===== src/rtl/fifo_arb_pkg.sv =====
// Shared definitions for the round-robin enqueue arbiter: FSM encoding and
// the bit layout of a queue entry ({last, src, data}).
package fifo_arb_pkg;

    localparam logic ST_IDLE   = 1'b0;
    localparam logic ST_LOCKED = 1'b1;

    typedef enum logic {
        S_IDLE   = ST_IDLE,
        S_LOCKED = ST_LOCKED
    } arb_state_e;

    function automatic int entry_src_lsb(input int width);
        return width;
    endfunction

    function automatic int entry_last_bit(input int width, input int idw);
        return width + idw;
    endfunction

    function automatic int entry_width(input int width, input int idw);
        return width + idw + 1;
    endfunction

endpackage


===== src/rtl/rr_pick.sv =====
// Combinational round-robin picker: first asserted request at or after ptr,
// wrapping modulo NREQ. ptr is always kept below NREQ by the caller.
module rr_pick #(
    parameter int NREQ = 3,
    parameter int IDW  = 2
) (
    input  logic [NREQ-1:0] req,
    input  logic [IDW-1:0]  ptr,
    output logic [NREQ-1:0] gnt_onehot,
    output logic [IDW-1:0]  gnt_idx,
    output logic            any
);

    always_comb begin
        int cand;
        gnt_onehot = '0;
        gnt_idx    = '0;
        any        = 1'b0;
        cand       = 0;
        for (int k = 0; k < NREQ; k++) begin
            cand = int'(ptr) + k;
            if (cand >= NREQ) begin
                cand = cand - NREQ;
            end
            if (!any && req[cand]) begin
                any              = 1'b1;
                gnt_idx          = IDW'(cand);
                gnt_onehot[cand] = 1'b1;
            end
        end
    end

endmodule


===== src/rtl/fifo_rr_arbiter.sv =====
// Packet-aware round-robin N-to-1 arbiter feeding a first-word-fall-through
// queue; each stored entry carries the beat's last flag and source ID.
module fifo_rr_arbiter
    import fifo_arb_pkg::*;
#(
    parameter  int NREQ  = 3,
    parameter  int WIDTH = 32,
    parameter  int DEPTH = 16,
    localparam int IDW   = (NREQ > 1) ? $clog2(NREQ) : 1,
    localparam int CW    = $clog2(DEPTH) + 1
) (
    input  logic                  clk,
    input  logic                  rst_n,
    input  logic [NREQ-1:0]       req_valid,
    input  logic [NREQ*WIDTH-1:0] req_data,
    input  logic [NREQ-1:0]       req_last,
    output logic [NREQ-1:0]       req_ready,
    input  logic                  flush,
    input  logic                  deq,
    output logic [WIDTH-1:0]      dout,
    output logic [IDW-1:0]        dout_src,
    output logic                  dout_last,
    output logic                  empty,
    output logic                  full,
    output logic [CW-1:0]         count
);

    localparam int AW       = $clog2(DEPTH);
    localparam int SRC_LSB  = entry_src_lsb(WIDTH);
    localparam int LAST_BIT = entry_last_bit(WIDTH, IDW);
    localparam int EW       = entry_width(WIDTH, IDW);

    arb_state_e       state_q, state_d;
    logic [IDW-1:0]   owner_q, owner_d;
    logic [IDW-1:0]   rr_ptr_q, rr_ptr_d;
    logic [AW-1:0]    head_q, head_d;
    logic [AW-1:0]    tail_q, tail_d;
    logic [CW-1:0]    count_q, count_d;
    logic [EW-1:0]    mem_q [DEPTH];

    logic [WIDTH-1:0] req_data_arr [NREQ];
    logic [NREQ-1:0]  pick_onehot;
    logic [IDW-1:0]   pick_idx;
    logic             pick_any;
    logic [NREQ-1:0]  grant_onehot;
    logic [IDW-1:0]   grant_idx;
    logic             pop_ok, space, enq_ok, pop, wr;
    logic [WIDTH-1:0] wr_data;
    logic             wr_last;
    logic [EW-1:0]    wr_entry, rd_entry;

    for (genvar gi = 0; gi < NREQ; gi++) begin : g_unpack
        assign req_data_arr[gi] = req_data[gi*WIDTH +: WIDTH];
    end

    function automatic logic [IDW-1:0] next_idx(input logic [IDW-1:0] i);
        return (i == IDW'(NREQ - 1)) ? '0 : i + IDW'(1);
    endfunction

    rr_pick #(
        .NREQ(NREQ),
        .IDW (IDW)
    ) u_pick (
        .req       (req_valid),
        .ptr       (rr_ptr_q),
        .gnt_onehot(pick_onehot),
        .gnt_idx   (pick_idx),
        .any       (pick_any)
    );

    assign empty  = (count_q == '0);
    assign full   = (count_q == CW'(DEPTH));
    assign count  = count_q;
    assign pop_ok = deq & ~empty;
    // A pop in the same cycle frees the slot, so a full queue still accepts.
    assign space  = ~full | pop_ok;
    assign enq_ok = space & ~flush & rst_n;
    assign pop    = pop_ok & ~flush;

    always_comb begin
        grant_onehot = '0;
        grant_idx    = pick_idx;
        if (state_q == S_IDLE) begin
            grant_onehot = pick_any ? pick_onehot : '0;
        end else begin
            grant_idx = owner_q;
            for (int i = 0; i < NREQ; i++) begin
                if (owner_q == IDW'(i)) begin
                    grant_onehot[i] = req_valid[i];
                end
            end
        end
    end

    assign req_ready = enq_ok ? grant_onehot : '0;
    assign wr        = |req_ready;

    always_comb begin
        wr_data = '0;
        wr_last = 1'b0;
        for (int i = 0; i < NREQ; i++) begin
            if (grant_idx == IDW'(i)) begin
                wr_data = req_data_arr[i];
                wr_last = req_last[i];
            end
        end
    end

    always_comb begin
        wr_entry                    = '0;
        wr_entry[WIDTH-1:0]         = wr_data;
        wr_entry[SRC_LSB +: IDW]    = grant_idx;
        wr_entry[LAST_BIT]          = wr_last;
    end

    always_comb begin
        state_d  = state_q;
        owner_d  = owner_q;
        rr_ptr_d = rr_ptr_q;
        if (flush) begin
            state_d = S_IDLE;
        end else if (wr) begin
            if (state_q == S_IDLE) begin
                if (!wr_last) begin
                    state_d = S_LOCKED;
                    owner_d = pick_idx;
                end else begin
                    rr_ptr_d = next_idx(pick_idx);
                end
            end else if (wr_last) begin
                state_d  = S_IDLE;
                rr_ptr_d = next_idx(owner_q);
            end
        end
    end

    always_comb begin
        head_d  = head_q;
        tail_d  = tail_q;
        count_d = count_q;
        if (flush) begin
            head_d  = '0;
            tail_d  = '0;
            count_d = '0;
        end else begin
            if (wr) begin
                tail_d = tail_q + AW'(1);
            end
            if (pop) begin
                head_d = head_q + AW'(1);
            end
            case ({wr, pop})
                2'b10:   count_d = count_q + CW'(1);
                2'b01:   count_d = count_q - CW'(1);
                default: count_d = count_q;
            endcase
        end
    end

    always_ff @(posedge clk or negedge rst_n) begin
        if (!rst_n) begin
            state_q  <= S_IDLE;
            owner_q  <= '0;
            rr_ptr_q <= '0;
            head_q   <= '0;
            tail_q   <= '0;
            count_q  <= '0;
        end else begin
            state_q  <= state_d;
            owner_q  <= owner_d;
            rr_ptr_q <= rr_ptr_d;
            head_q   <= head_d;
            tail_q   <= tail_d;
            count_q  <= count_d;
        end
    end

    always_ff @(posedge clk) begin
        if (wr) begin
            mem_q[tail_q] <= wr_entry;
        end
    end

    assign rd_entry  = mem_q[head_q];
    assign dout      = rd_entry[WIDTH-1:0];
    assign dout_src  = rd_entry[SRC_LSB +: IDW];
    assign dout_last = rd_entry[LAST_BIT];

endmodule


===== config.mk =====
export PLATFORM = sky130hd
export DESIGN_NAME = fifo_rr_arbiter
export DESIGN_NICKNAME = d
export VERILOG_FILES = /design/src/rtl/fifo_arb_pkg.sv /design/src/rtl/rr_pick.sv /design/src/rtl/fifo_rr_arbiter.sv
export SDC_FILE = /design/constraint.sdc
export NUM_CORES = 1
export LEC_CHECK = 0
export CELL_PAD_IN_SITES_DETAIL_PLACEMENT = 0
export CELL_PAD_IN_SITES_GLOBAL_PLACEMENT = 1
export CORE_MARGIN = 2
export CORE_UTILIZATION = 55
export DETAILED_ROUTE_END_ITERATION = 6
export PLACE_DENSITY = 0.93
export SYNTH_ARGS = -nofsm -noshare
export SYNTH_HDL_FRONTEND = slang
export SYNTH_HIERARCHICAL = 1
export SYNTH_SLANG_ARGS = --single-unit

===== constraint.sdc =====
create_clock -name clk -period 8.1 [get_ports clk]
set_input_delay 1.62 -clock clk [delete_from_list [all_inputs] [get_ports clk]]
set_output_delay 1.62 -clock clk [all_outputs]
set_load 0.02 [all_outputs]

# Yosys cells after proc, flatten, opt, wreduce, memory -nomap -nowiden
# Memories as Yosys holds them, arrays and structs flattened.
# Cells that the tools add are included.
dict set report word_totals {
  reg_bits 18
  mem_bits_rw 560
  elab_cells 119
  memories 1
}
dict set report classes {
  addsub 11
  n_lt_le_gt_ge 9
  eq_ne 8
  n_mux 56
  n_bitwise 12
  n_reduce_logical 16
}
# name depth word_bits rd rd_ports_with_merged_regs write_ports line_no
set memory_table {}
lappend memory_table {mem_q 16 35 1 0 1 fifo_rr_arbiter.sv:39} ;# logic [EW-1:0] mem_q [DEPTH];
# op n
set ops {}
lappend ops {{$mux W32} 6}
lappend ops {{$ge A32 B1 Y1 const B} 3}
lappend ops {{$lt A32 B4 Y1 const B} 3}
lappend ops {{$ge A32 B3 Y1 const B} 2}
lappend ops {{$sub A32 B3 Y32 const B} 2}
lappend ops {{$mux W1} 23}
lappend ops {{$mux W2} 9}
lappend ops {{$mux W3} 6}
lappend ops {{$mux W4} 4}
lappend ops {{$pmux W5 S2} 1}
lappend ops {{$add A4 B1 Y4 const B} 2}
lappend ops {{$eq A2 B2 Y1 const B} 4}
lappend ops {{$bmux W1 S2} 3}
lappend ops {{$demux W1 S2} 3}
lappend ops {{$eq A2 B1 Y1 const B} 3}
lappend ops {{$or A3 B3 Y3} 2}
lappend ops {{$add A5 B1 Y5 const B} 1}
lappend ops {{$eq A5 B5 Y1 const B} 1}
lappend ops {{$logic_and A1 B1 Y1} 5}
lappend ops {{$logic_not A5 Y1} 1}
lappend ops {{$mux W5} 1}
lappend ops {{$not A1 Y1} 5}
lappend ops {{$sub A5 B1 Y5 const B} 1}
lappend ops {{$add A2 B1 Y2 const B} 2}
lappend ops {{other kinds (13)} 19}

# Logic depth before layout (Yosys ltp)
# Gate-level depths: netlist of the first run.
dict set report depth {
  ltp_word 20
  depth_mapped 19
}

# Cells and area by module
# The synthesis of the first run kept the hierarchy.
# mod n_inst cells_each area_each_um2
set modules_own_cells {}
lappend modules_own_cells {fifo_rr_arbiter 1 1305 23381.2}
lappend modules_own_cells {rr_pick 1 52 381.6}

# Least setup slack after synthesis of the first run
# Ideal clock, no wire load.
dict set report synth_path {
  kind {input -> output}
  from {input port req_valid[2]}
  to {output port req_ready[0]}
  t_arrival_ns 2.896
  t_required_ns 6.480
  slack_ns 3.584
  path_stages 7
  path_cell_list {and2b_1 and3_1 a311oi_1 o2bb2ai_1 and3b_1 a31oi_1 nor2_1}
}
dict set report synth_between {
  elab_chain_cells 13
  elab_cells_between_ends 24
  classes_between {mux (18); bitwise (2); reduce/logical (4)}
}
# item line_no
set synth_rtl {}
lappend synth_rtl {{start: declaration} fifo_rr_arbiter.sv:14} ;# input logic [NREQ-1:0] req_valid,
lappend synth_rtl {{$bmux W1 S2} rr_pick.sv:25} ;# if (!any && req[cand]) begin
lappend synth_rtl {{$mux W1 (implied by the code) (2 in series)} rr_pick.sv:25}
lappend synth_rtl {{$mux W1} rr_pick.sv:25}
lappend synth_rtl {{$logic_not A1 Y1} rr_pick.sv:25}
lappend synth_rtl {{$logic_and A1 B1 Y1} rr_pick.sv:25}
lappend synth_rtl {{$mux W1} rr_pick.sv:25}
lappend synth_rtl {{$logic_not A1 Y1} rr_pick.sv:25}
lappend synth_rtl {{$logic_and A1 B1 Y1} rr_pick.sv:25}
lappend synth_rtl {{$mux W3 (*)} rr_pick.sv:25}
lappend synth_rtl {{via pick_onehot[0]} fifo_rr_arbiter.sv:42} ;# logic [NREQ-1:0] pick_onehot;
lappend synth_rtl {{$mux W3 (*)} fifo_rr_arbiter.sv:84} ;# grant_onehot = pick_any ? pick_onehot : '0;
lappend synth_rtl {{$mux W3 (*)} fifo_rr_arbiter.sv:83} ;# if (state_q == S_IDLE) begin
lappend synth_rtl {{$mux W3 (*)} fifo_rr_arbiter.sv:95} ;# assign req_ready = enq_ok ? grant_onehot : '0;
lappend synth_rtl {{end: declaration} fifo_rr_arbiter.sv:17} ;# output logic [NREQ-1:0] req_ready,
# Mark *: on every way through the listed nets, which the timed path passes. The rest lies on a longest branch. The select of a mux whose other input is x is not followed.

# Worst setup path in the final report of the first run
dict set report layout_path {
  from {register head_q[1]}
  to {output port dout_src[1]}
}
dict set report layout_between {
  elab_chain_cells 1
}
# item line_no
set layout_rtl {}
lappend layout_rtl {{start: declaration} fifo_rr_arbiter.sv:36} ;# logic [AW-1:0] head_q, head_d;
lappend layout_rtl {{start signal: assignment} fifo_rr_arbiter.sv:165} ;# head_q <= '0;
lappend layout_rtl {{start signal: assignment} fifo_rr_arbiter.sv:172} ;# head_q <= head_d;
lappend layout_rtl {{$mem_v2 Z16 W35} -}
lappend layout_rtl {{end: declaration} fifo_rr_arbiter.sv:21} ;# output logic [IDW-1:0] dout_src,
# Every way passes these cells.

==> reports/results.txt, run 1 <==
Post-CTS Setup Bufs: 0
number of routed nets with antenna violations: 0
Die Span Y: 212 µm
post-place setup slack: 2.34 ns
Post-Layout Cell Count: 2138
Post-Place Cells: 2041
Main synth FF type: edfxtp_1
# setup viols final: 0
Psw: 0.00272 W
Final Hold Fails: 0
Yosys reg bits: 578
DR pass1 iterations: 7
Critical R2R Capture: mem_q[12][11]$_DFFE_PP_
diode count: 0
HPWL after DPL: 27800 µm
fin nets: 1631
Syn Std Cell Area: 23800 µm²
share of layout cells above drive strength 1: 16.1%
setup ws final: 2.31 ns
top sig layer: met4
largest net degree at the start of global routing: 88
synth cell count leaders: 560 x edfxtp_1, 143 x mux2i_1, 107 x o21ai_0
routability cong.: 0.817
Buffers on Ports: 150
met2 wire len: 26500 µm
Remaining DRCs: 0
status: finished, final reports clean
clk sinks: 578
DR WL/cell: 25.2 µm
Critical Path Start Type: flip-flop
final setup skew: 0.0126 ns
Die ar.: 44900 µm²
Synth-to-Final Area Change: 16.1%
HP Start: owner_q[1]$_DFFE_PN0P_
RSZ-0062 raised after global routing: false
library cells used by synthesis: 57
FF-to-FF Start: rr_ptr_q[1]$_DFFE_PN0P_
Worst-path clk slew: 0.06 ns
hold depth: 1
LEAKAGE: 8.91 nW
Clock Latency Late Sink: 0.57 ns
clock share of power: 26.1%
Worst Path Required: 6.48 ns
Hold Path Class: reg2reg
Slew @ Worst Pin: 1.32 ns
Cell Int Power: 0.00645 W
first-pass GRT wire length: 79600 µm
number of placement rows: 76
Sw Ratio: 29.7%
r2r setup slk: 3.68 ns
syn nets: 1476
WP data arrival: 4.17 ns
Post-CTS Hold Fix Bufs: 0
main area contributors after synthesis: edfxtp_1 71%, mux4_2 6.6%, mux2i_1 6.0%
Post-Syn Instances: 1357
Met1 Wirelength: 20500 µm
most numerous cell in the Yosys netlist: edfxtp_1
leading area contributor after synthesis: edfxtp_1
vias in the first global route: 13200
I/O pin count: 151
Mapped Avg Cell Area: 17.5 µm²
crit path max fanout: 42
maximum root-to-sink buffer count: 3
max cap viols: 0
Root Buffer: clkbuf_16
met3 wire length: 5450 µm
final setup TNS: 0 ns
sequential share of the synthesized area: 72.7%
EDFF count, synth: 560
H-Tree Level Count: 2
power share of the combinational group: 28.6%
Initial Util: 55.4%
Routed Wire Length: 53800 µm
Reg2Reg Depth: 10
total core area: 42900 µm²
Final Core Density: 64.3%
synth warn: 6
Max Slew Vio Count: 0
drt via density: 6.17
Worst setup EP type: output port
antenna violations before repair: 1
Worst VDD drop: 236 µV
Worst Hold Path EP: owner_q[1]$_DFFE_PN0P_
die width: 212 µm
Final Critical Period: 5.79 ns
critical path class: reg2out
Rel. slew slack: 11.1%
pwr dens: 332 nW/µm²
crit share post-route: 71.5%
Flop pwr share: 45.3%
post_cts resized: 0
post-synthesis async set-or-reset flop share: 3.11%
DR vias: 13200
GRT overflow: 0
max frequency: 173 MHz
Total GRT Usage: 24.3%
CTS tree: done
Num CTS Buffers: 52
Initial DRC Count: 1714
Synth top area share: 70.8%
[per-layer routing]
metal	global-route usage, %	vias to the layer above
met2	40.7	810
li1	-	5758
met5	0	-
met4	7.33	0
met1	33.5	6537
met3	3.55	96
[placed cells by master (no fill, tap or decap), types with 37 or more instances in the layout]
cell type | Yosys | routed
a21oi_1 | 49 | 49
a22oi_1 | 37 | 37
clkbuf_16 | 0 | 53
clkdlybuf4s50_1 | 0 | 150
edfxtp_1 | 560 | 560
mux2_2 | 38 | 38
mux2i_1 | 143 | 142
mux4_2 | 70 | 70
nand2_1 | 78 | 77
o21ai_0 | 107 | 82
[metrics by stage]
step / cell area, µm² / power (W) / hold slack [ns]
6_report: 27600 / 0.00917 / 0.587
5_1_grt: 27600 / 0.00953 / 0.603
4_1_cts: 27600 / 0.00919 / 0.585
3_5_place_dp: 25900 / 0.00682 / 0.562
3_3_place_gp: 25900 / 0.00671 / 0.564
2_1_floorplan: 23800 / 0.00595 / 0.514
[how the worst max path moves through the flow]
stage | from | to | slack [ns] | depth (start not counted)
floorplan | req_valid[2] | req_ready[0] | 3.58 | 7
global route | head_q[1]$_DFFE_PN0P_ | dout_src[1] | 2.18 | 6
detailed placement | req_valid[1] | req_ready[0] | 2.34 | 9
finish | head_q[1]$_DFFE_PN0P_ | dout_src[1] | 2.31 | 6
global placement | req_valid[1] | req_ready[0] | 2.35 | 9
CTS | req_valid[1] | req_ready[0] | 2.33 | 9
[flip-flops by register name, indices dropped and copies added, names as in the netlist]
register,count
rr_ptr_q,2
owner_q,2
tail_q,4
mem_q,560
count,5
state_q,1
head_q,4
[cell type report]
class	count	area [µm²]
inverter	16	60.1
clock inverter	23	214
fill	2797	15300
multi-input combinational	684	6120
sequential	578	17300
tap	585	732
clock buffer	72	1450
timing repair buffer	180	1730
[cell families after synthesis]
| kind of cell | share of synthesized area, % |
|---|---|
| DFF | 72.7 |
| AOI/OAI and AO/OA | 6.91 |
| muxes | 14.8 |
| and+or+nand+nor | 2.93 |
| buffers and inverters | 1.78 |
| adders and majority gates | 0.716 |
| xor gates and xnor gates | 0.221 |
[power by group through the flow]
stage	combinational (W)	clock (W)	sequential [W]
after global routing	0.00283	0.00253	0.00417
after floorplan	0.00181	0	0.00414
after detailed placement	0.00259	0	0.00423
after global placement	0.00250	0	0.00421
final	0.00262	0.00240	0.00415
after CTS	0.00261	0.00241	0.00417
[worst max-delay path, stage by stage (launching register included)]
cell	delay, ns
dfrtp_4	0.72
nor2b_4	1.09
buf_4	0.55
a221oi_1	0.22
o21ai_0	0.25
nand2_1	0.17
clkdlybuf4s50_1	0.58
Power figures use the tool's default switching activity.
==> inputs of run 2 (changes only) <==
- CORE_UTILIZATION: 55 -> 51
- PLACE_DENSITY: 0.93 -> 0.88
- clock period: 8.1 -> 5.9 ns (I/O delays scaled with it)
==> reports/results.txt, run 2 (synthesis gave the netlist of run 1 again) <==
status: finished, final reports clean
CP bufs+invs: 2 (unchanged)
Buffers on Ports: 150 (unchanged)
Reg2Reg Depth: 16 (+6)
H-Tree Level Count: 2 (unchanged)
Root Buffer: clkbuf_16
commonest non-fill, non-tap cell in the layout: edfxtp_1
die width: 220 µm (+3.8%)
Num CTS Buffers: 54 (+3.8%)
hold depth: 1 (unchanged)
final setup TNS: 0 ns (unchanged)
Hold Path Class: reg2reg
total core area: 46300 µm² (+7.9%)
Slew @ Worst Pin: 1.01 ns (-0.311 ns)
Critical Path Start Type: input pin
final setup skew: 0.0150 ns (+0.00239 ns)
LEAKAGE: 9.13 nW (+2.5%)
Clock Latency Late Sink: 0.57 ns (about the same)
Sw Ratio: 30.0% (+0.25 points)
largest net degree at the start of global routing: 92 (+4.5%)
Final Core Density: 60.6% (-3.7 points)
share of layout cells above drive strength 1: 17.7% (+1.6 points)
Rel. slew slack: 32.4% (+21 points)
diode count: 0 (unchanged)
FF-to-FF Start: rr_ptr_q[0]$_DFFE_PN0P_
Final Hold Fails: 0 (unchanged)
HPWL after DPL: 31000 µm (+11%)
post_cts resized: 0 (unchanged)
critical path class: in2out
crit share post-route: 83.6%
I/O pin count: 151 (unchanged)
crit-path cells: clkdlybuf4s50_1, nand2b_1, and3_1, a311oi_1, o2bb2ai_1, and3b_1, a31oi_1, nor2_1, clkdlybuf4s50_1
Worst VDD drop: 304 µV (+29%)
Psw: 0.00385 W (+41%)
Initial DRC Count: 1417 (-17%)
Remaining DRCs: 0 (unchanged)
# fillers: 3313 (+18%)
Worst-path clk slew: 0.06 ns (about the same)
antenna violations before repair: 1 (unchanged)
Post-CTS Hold Fix Bufs: 0 (unchanged)
CP delay by family, top: buffers and inverters
Post-CTS Setup Bufs: 0 (unchanged)
Die Span Y: 220 µm (+3.8%)
Final Critical Period: 4.93 ns
dpl cell area: 26300 µm² (+1.7%)
Initial Util: 51.4% (-4.0 points)
most frequent CP cell: clkdlybuf4s50_1
# setup viols final: 0 (unchanged)
setup ws final: 0.967 ns (-1.35 ns)
Routed Wire Length: 53400 µm (-0.81%)
HP Start: count[0]$_DFFE_PN0P_
CTS tree: done
WP data arrival: 3.75 ns (-0.42 ns)
drt via density: 6.00 (-2.7%)
Total GRT Usage: 22.2% (-2.1 points)
CP max stage delay: 0.69 ns (-0.40 ns)
vias in the first global route: 13400 (+1.0%)
clk sinks: 578 (unchanged)
power share of the combinational group: 30.4% (+1.8 points)
pwr dens: 458 nW/µm² (+38%)
DR vias: 13200 (+0.26%)
max frequency: 203 MHz
GRT overflow: 0 (unchanged)
r2r setup slk: 1.90 ns (-1.78 ns)
clock share of power: 25.7% (-0.4 points)
post-place setup slack: 0.993 ns (-1.35 ns)
first-pass GRT wire length: 79900 µm (+0.44%)
Cell Int Power: 0.00899 W (+39%)
critical path's slowest cell: clkdlybuf4s50_1
Worst setup EP type: output port
max cap viols: 0 (unchanged)
routability cong.: 0.817 (about the same)
number of placement rows: 79 (+3.9%)
Most flops, register: mem_q
Die ar.: 48300 µm² (+7.7%)
RSZ-0062 raised after global routing: false
maximum root-to-sink buffer count: 3 (unchanged)
Synth-to-Final Area Change: 18.0%
Worst Path Required: 4.72 ns (-1.76 ns)
DR WL/cell: 24.2 µm (-3.8%)
DR pass1 iterations: 5 (-2)
Max Slew Vio Count: 0 (unchanged)
Flop pwr share: 43.8% (-1.5 points)
crit path max fanout: 8 (-81%)
number of routed nets with antenna violations: 0 (unchanged)
Finished Cell Area: 28000 µm² (+1.6%)
Worst Hold Path EP: count[0]$_DFFE_PN0P_
fin nets: 1672 (+2.5%)
Critical R2R Capture: count[4]$_DFFE_PN0P_
max FFs per register: 560 (unchanged)
most frequent cells in the layout: 560 x edfxtp_1, 150 x clkdlybuf4s50_1, 142 x mux2i_1
-- run 2: power by group through the flow --
stage,registers (W),clock network (W),logic (W)
floorplan,0.00568,0,0.00249
global placement,0.00571,0,0.00382
detailed placement,0.00572,0,0.00393
CTS,0.00563,0.00334,0.00395
global route,0.00565,0.00349,0.00424
finish,0.00563,0.00330,0.00391
-- run 2: worst max path at each step --
stage                       from               endpoint  cells past startpoint
finish              req_valid[1]           req_ready[0]                      9
detailed placement  req_valid[1]           req_ready[0]                      9
global placement    req_valid[1]           req_ready[0]                      9
floorplan           req_valid[2]  mem_q[0][0]$_DFFE_PP_                     10
CTS                 req_valid[1]           req_ready[0]                      9
global route        req_valid[1]           req_ready[0]                      9
-- run 2: cell type report --
cell class              instances  area [µm²]  area share [%]
clock buffers                  68        1470            5.24
clock inverters                32         216           0.772
inverters                      16        60.1           0.214
multi-input cells             684        6120            21.8
flip-flops and latches        578       17300            61.6
well taps                     607         759            2.71
repair buffers                219        2130            7.61
-- run 2: per-stage QoR --
stage	total power, W	hold slack, ns	instances
after floorplan	0.00817	0.514	1357
after global placement	0.00953	0.546	2104
after detailed placement	0.00965	0.560	2104
after CTS	0.0129	0.576	2204
after global routing	0.0134	0.597	2204
final	0.0128	0.571	2204
-- run 2: layer usage --
layer / track usage (%) / routed length (µm)
met1: 30.8 / 21400
met4: 5.39 / 967
met2: 37.4 / 26700
met3: 3.38 / 4360
met5: 0 / 0
==> inputs of run 3 (changes only) <==
- CORE_UTILIZATION: 51 -> 46
- PLACE_DENSITY: 0.88 -> 0.84
- clock period: 5.9 -> 4 ns (I/O delays scaled with it)
==> reports/results.txt, run 3 (synthesis gave the netlist of run 1 again) <==
status: finished, final reports clean
HPWL after DPL: 33000 µm (+6.3%)
DR vias: 13400 (+0.88%)
number of cells on the critical path: 8 (-1)
Worst VDD drop: 407 µV (+34%)
Finished Cell Area: 29100 µm² (+3.9%)
hold depth: 1 (unchanged)
Critical Path Start Type: flip-flop
Worst setup EP type: output port
crit-path cells: inv_1, ha_2, nor2_1, o32a_1, a21oi_1, a32oi_2, nor2_1, clkdlybuf4s50_1
Post-CTS Hold Fix Bufs: 0 (unchanged)
CTS tree: done
DR WL/cell: 23.9 µm (-1.4%)
Worst Path Required: 3.20 ns (-1.52 ns)
commonest non-fill, non-tap cell in the layout: edfxtp_1
Hold Path Class: reg2reg
Final Critical Period: 3.95 ns
most frequent cells in the layout: 560 x edfxtp_1, 146 x clkdlybuf4s50_1, 142 x mux2i_1
crit path max fanout: 10 (+2)
number of placement rows: 83 (+5.1%)
GRT overflow: 0 (unchanged)
max cap viols: 0 (unchanged)
RSZ-0062 raised after global routing: true
Remaining DRCs: 0 (unchanged)
H-Tree Level Count: 2 (unchanged)
LEAKAGE: 9.61 nW (+5.2%)
Synth-to-Final Area Change: 22.6%
antenna violations before repair: 0 (-1)
crit share post-route: 98.7%
I/O pin count: 151 (unchanged)
Initial DRC Count: 1344 (-5.2%)
Root Buffer: clkbuf_16
Reg2Reg Depth: 16 (unchanged)
Rel. slew slack: 59.1% (+27 points)
Die Span Y: 231 µm (+5.2%)
diode count: 0 (unchanged)
Max Slew Vio Count: 0 (unchanged)
post-place setup slack: -0.119 ns (-1.11 ns)
max FFs per register: 560 (unchanged)
die width: 231 µm (+5.2%)
most frequent CP cell: nor2_1
CP bufs+invs: 2 (unchanged)
WP data arrival: 3.15 ns (-0.60 ns)
maximum root-to-sink buffer count: 3 (unchanged)
Num CTS Buffers: 54 (unchanged)
number of routed nets with antenna violations: 0 (unchanged)
Post-Layout Cell Count: 2322 (+5.4%)
pwr dens: 675 nW/µm² (+47%)
CP max stage delay: 0.61 ns (-0.08 ns)
Worst-path clk slew: 0.06 ns (about the same)
CP delay by family, top: buffers and inverters
Post-Place Cells: 2218 (+5.4%)
Total GRT Usage: 20.5% (-1.7 points)
fin nets: 1718 (+2.8%)
vias in the first global route: 13700 (+2.6%)
DR pass1 iterations: 5 (unchanged)
Final Hold Fails: 0 (unchanged)
Most flops, register: mem_q
max frequency: 253 MHz
# setup viols final: 0 (unchanged)
share of layout cells above drive strength 1: 21.4% (+3.8 points)
first-pass GRT wire length: 82900 µm (+3.7%)
Die ar.: 53500 µm² (+11%)
Buffers on Ports: 150 (unchanged)
Slew @ Worst Pin: 0.614 ns (-0.394 ns)
final setup TNS: 0 ns (unchanged)
critical path's slowest cell: clkdlybuf4s50_1
drt via density: 5.75 (-4.2%)
Routed Wire Length: 55400 µm (+3.9%)
setup ws final: 0.0532 ns (-0.914 ns)
clk sinks: 578 (unchanged)
Initial Util: 46.4% (-5.0 points)
largest net degree at the start of global routing: 52 (-43%)
total core area: 51200 µm² (+11%)
Final Core Density: 56.9% (-3.7 points)
final setup skew: 0.0339 ns (+0.0189 ns)
Clock Latency Late Sink: 0.63 ns (+0.06 ns)
critical path class: reg2out
routability cong.: 0.820 (+0.31%)
dpl cell area: 27100 µm² (+2.9%)
[run 3: changes by cell type in the layout (fill, tap and decap cells not counted), sizes merged]
cell / delta
clkinvlp: +1
inv: -1
clkbuf: -2
clkdlybuf4s50: -4
buf: +44
dlygate4sd2: +1
bufinv: +3
dlymetal6s2s: +3
[run 3: path summary, 6_finish.rpt]
path	slack [ns]	end	start
min in group asynchronous	0.61	tail_q[1]$_DFFE_PN0P_	rst_n
max	0.05	req_ready[1]	rr_ptr_q[0]$_DFFE_PN0P_
min reg2reg	0.56	count[0]$_DFFE_PN0P_	count[0]$_DFFE_PN0P_
max in group asynchronous	3.13	head_q[3]$_DFFE_PN0P_	rst_n
min	0.56	count[0]$_DFFE_PN0P_	count[0]$_DFFE_PN0P_
max reg2reg	0.32	count[4]$_DFFE_PN0P_	rr_ptr_q[1]$_DFFE_PN0P_
[run 3: cell type report]
type                    count  area, µm²
well taps                 680        851
multi-input cells         684       6220
clock inverters            35        395
fillers                  3755      22100
repair buffers            265       2940
clock buffers              64       1390
inverters                  16       60.1
flip-flops and latches    578      17300
[run 3: per-stage QoR]
stage               power (W)  hold WS, ns
finish                 0.0197        0.564
global placement       0.0144        0.552
global route           0.0205        0.588
floorplan              0.0121        0.504
CTS                    0.0197        0.572
detailed placement     0.0145        0.557
[run 3: per-layer routing]
layer | up-vias | track usage, % | routed length [µm]
met5 | - | 0 | 0
met4 | 0 | 5.48 | 1070
met3 | 79 | 3.17 | 3900
met2 | 526 | 34.7 | 28100
met1 | 6821 | 27.9 | 22400
li1 | 5926 | - | -
[run 3: report_power, final]
part / switching [W] / leakage, nW / internal (W) / total (W)
Clock: 0.00222 / 0.865 / 0.00289 / 0.00511
Combinational: 0.00362 / 3.44 / 0.00267 / 0.00629
Sequential: 0.000149 / 5.30 / 0.00812 / 0.00827
[run 3: what timing repair did]
item,4_1_cts,5_1_grt
buffers inserted,0,3
pin swaps,0,1
endpoints found under the setup margin,7,25
cloned,0,2
gates resized for setup,12,19
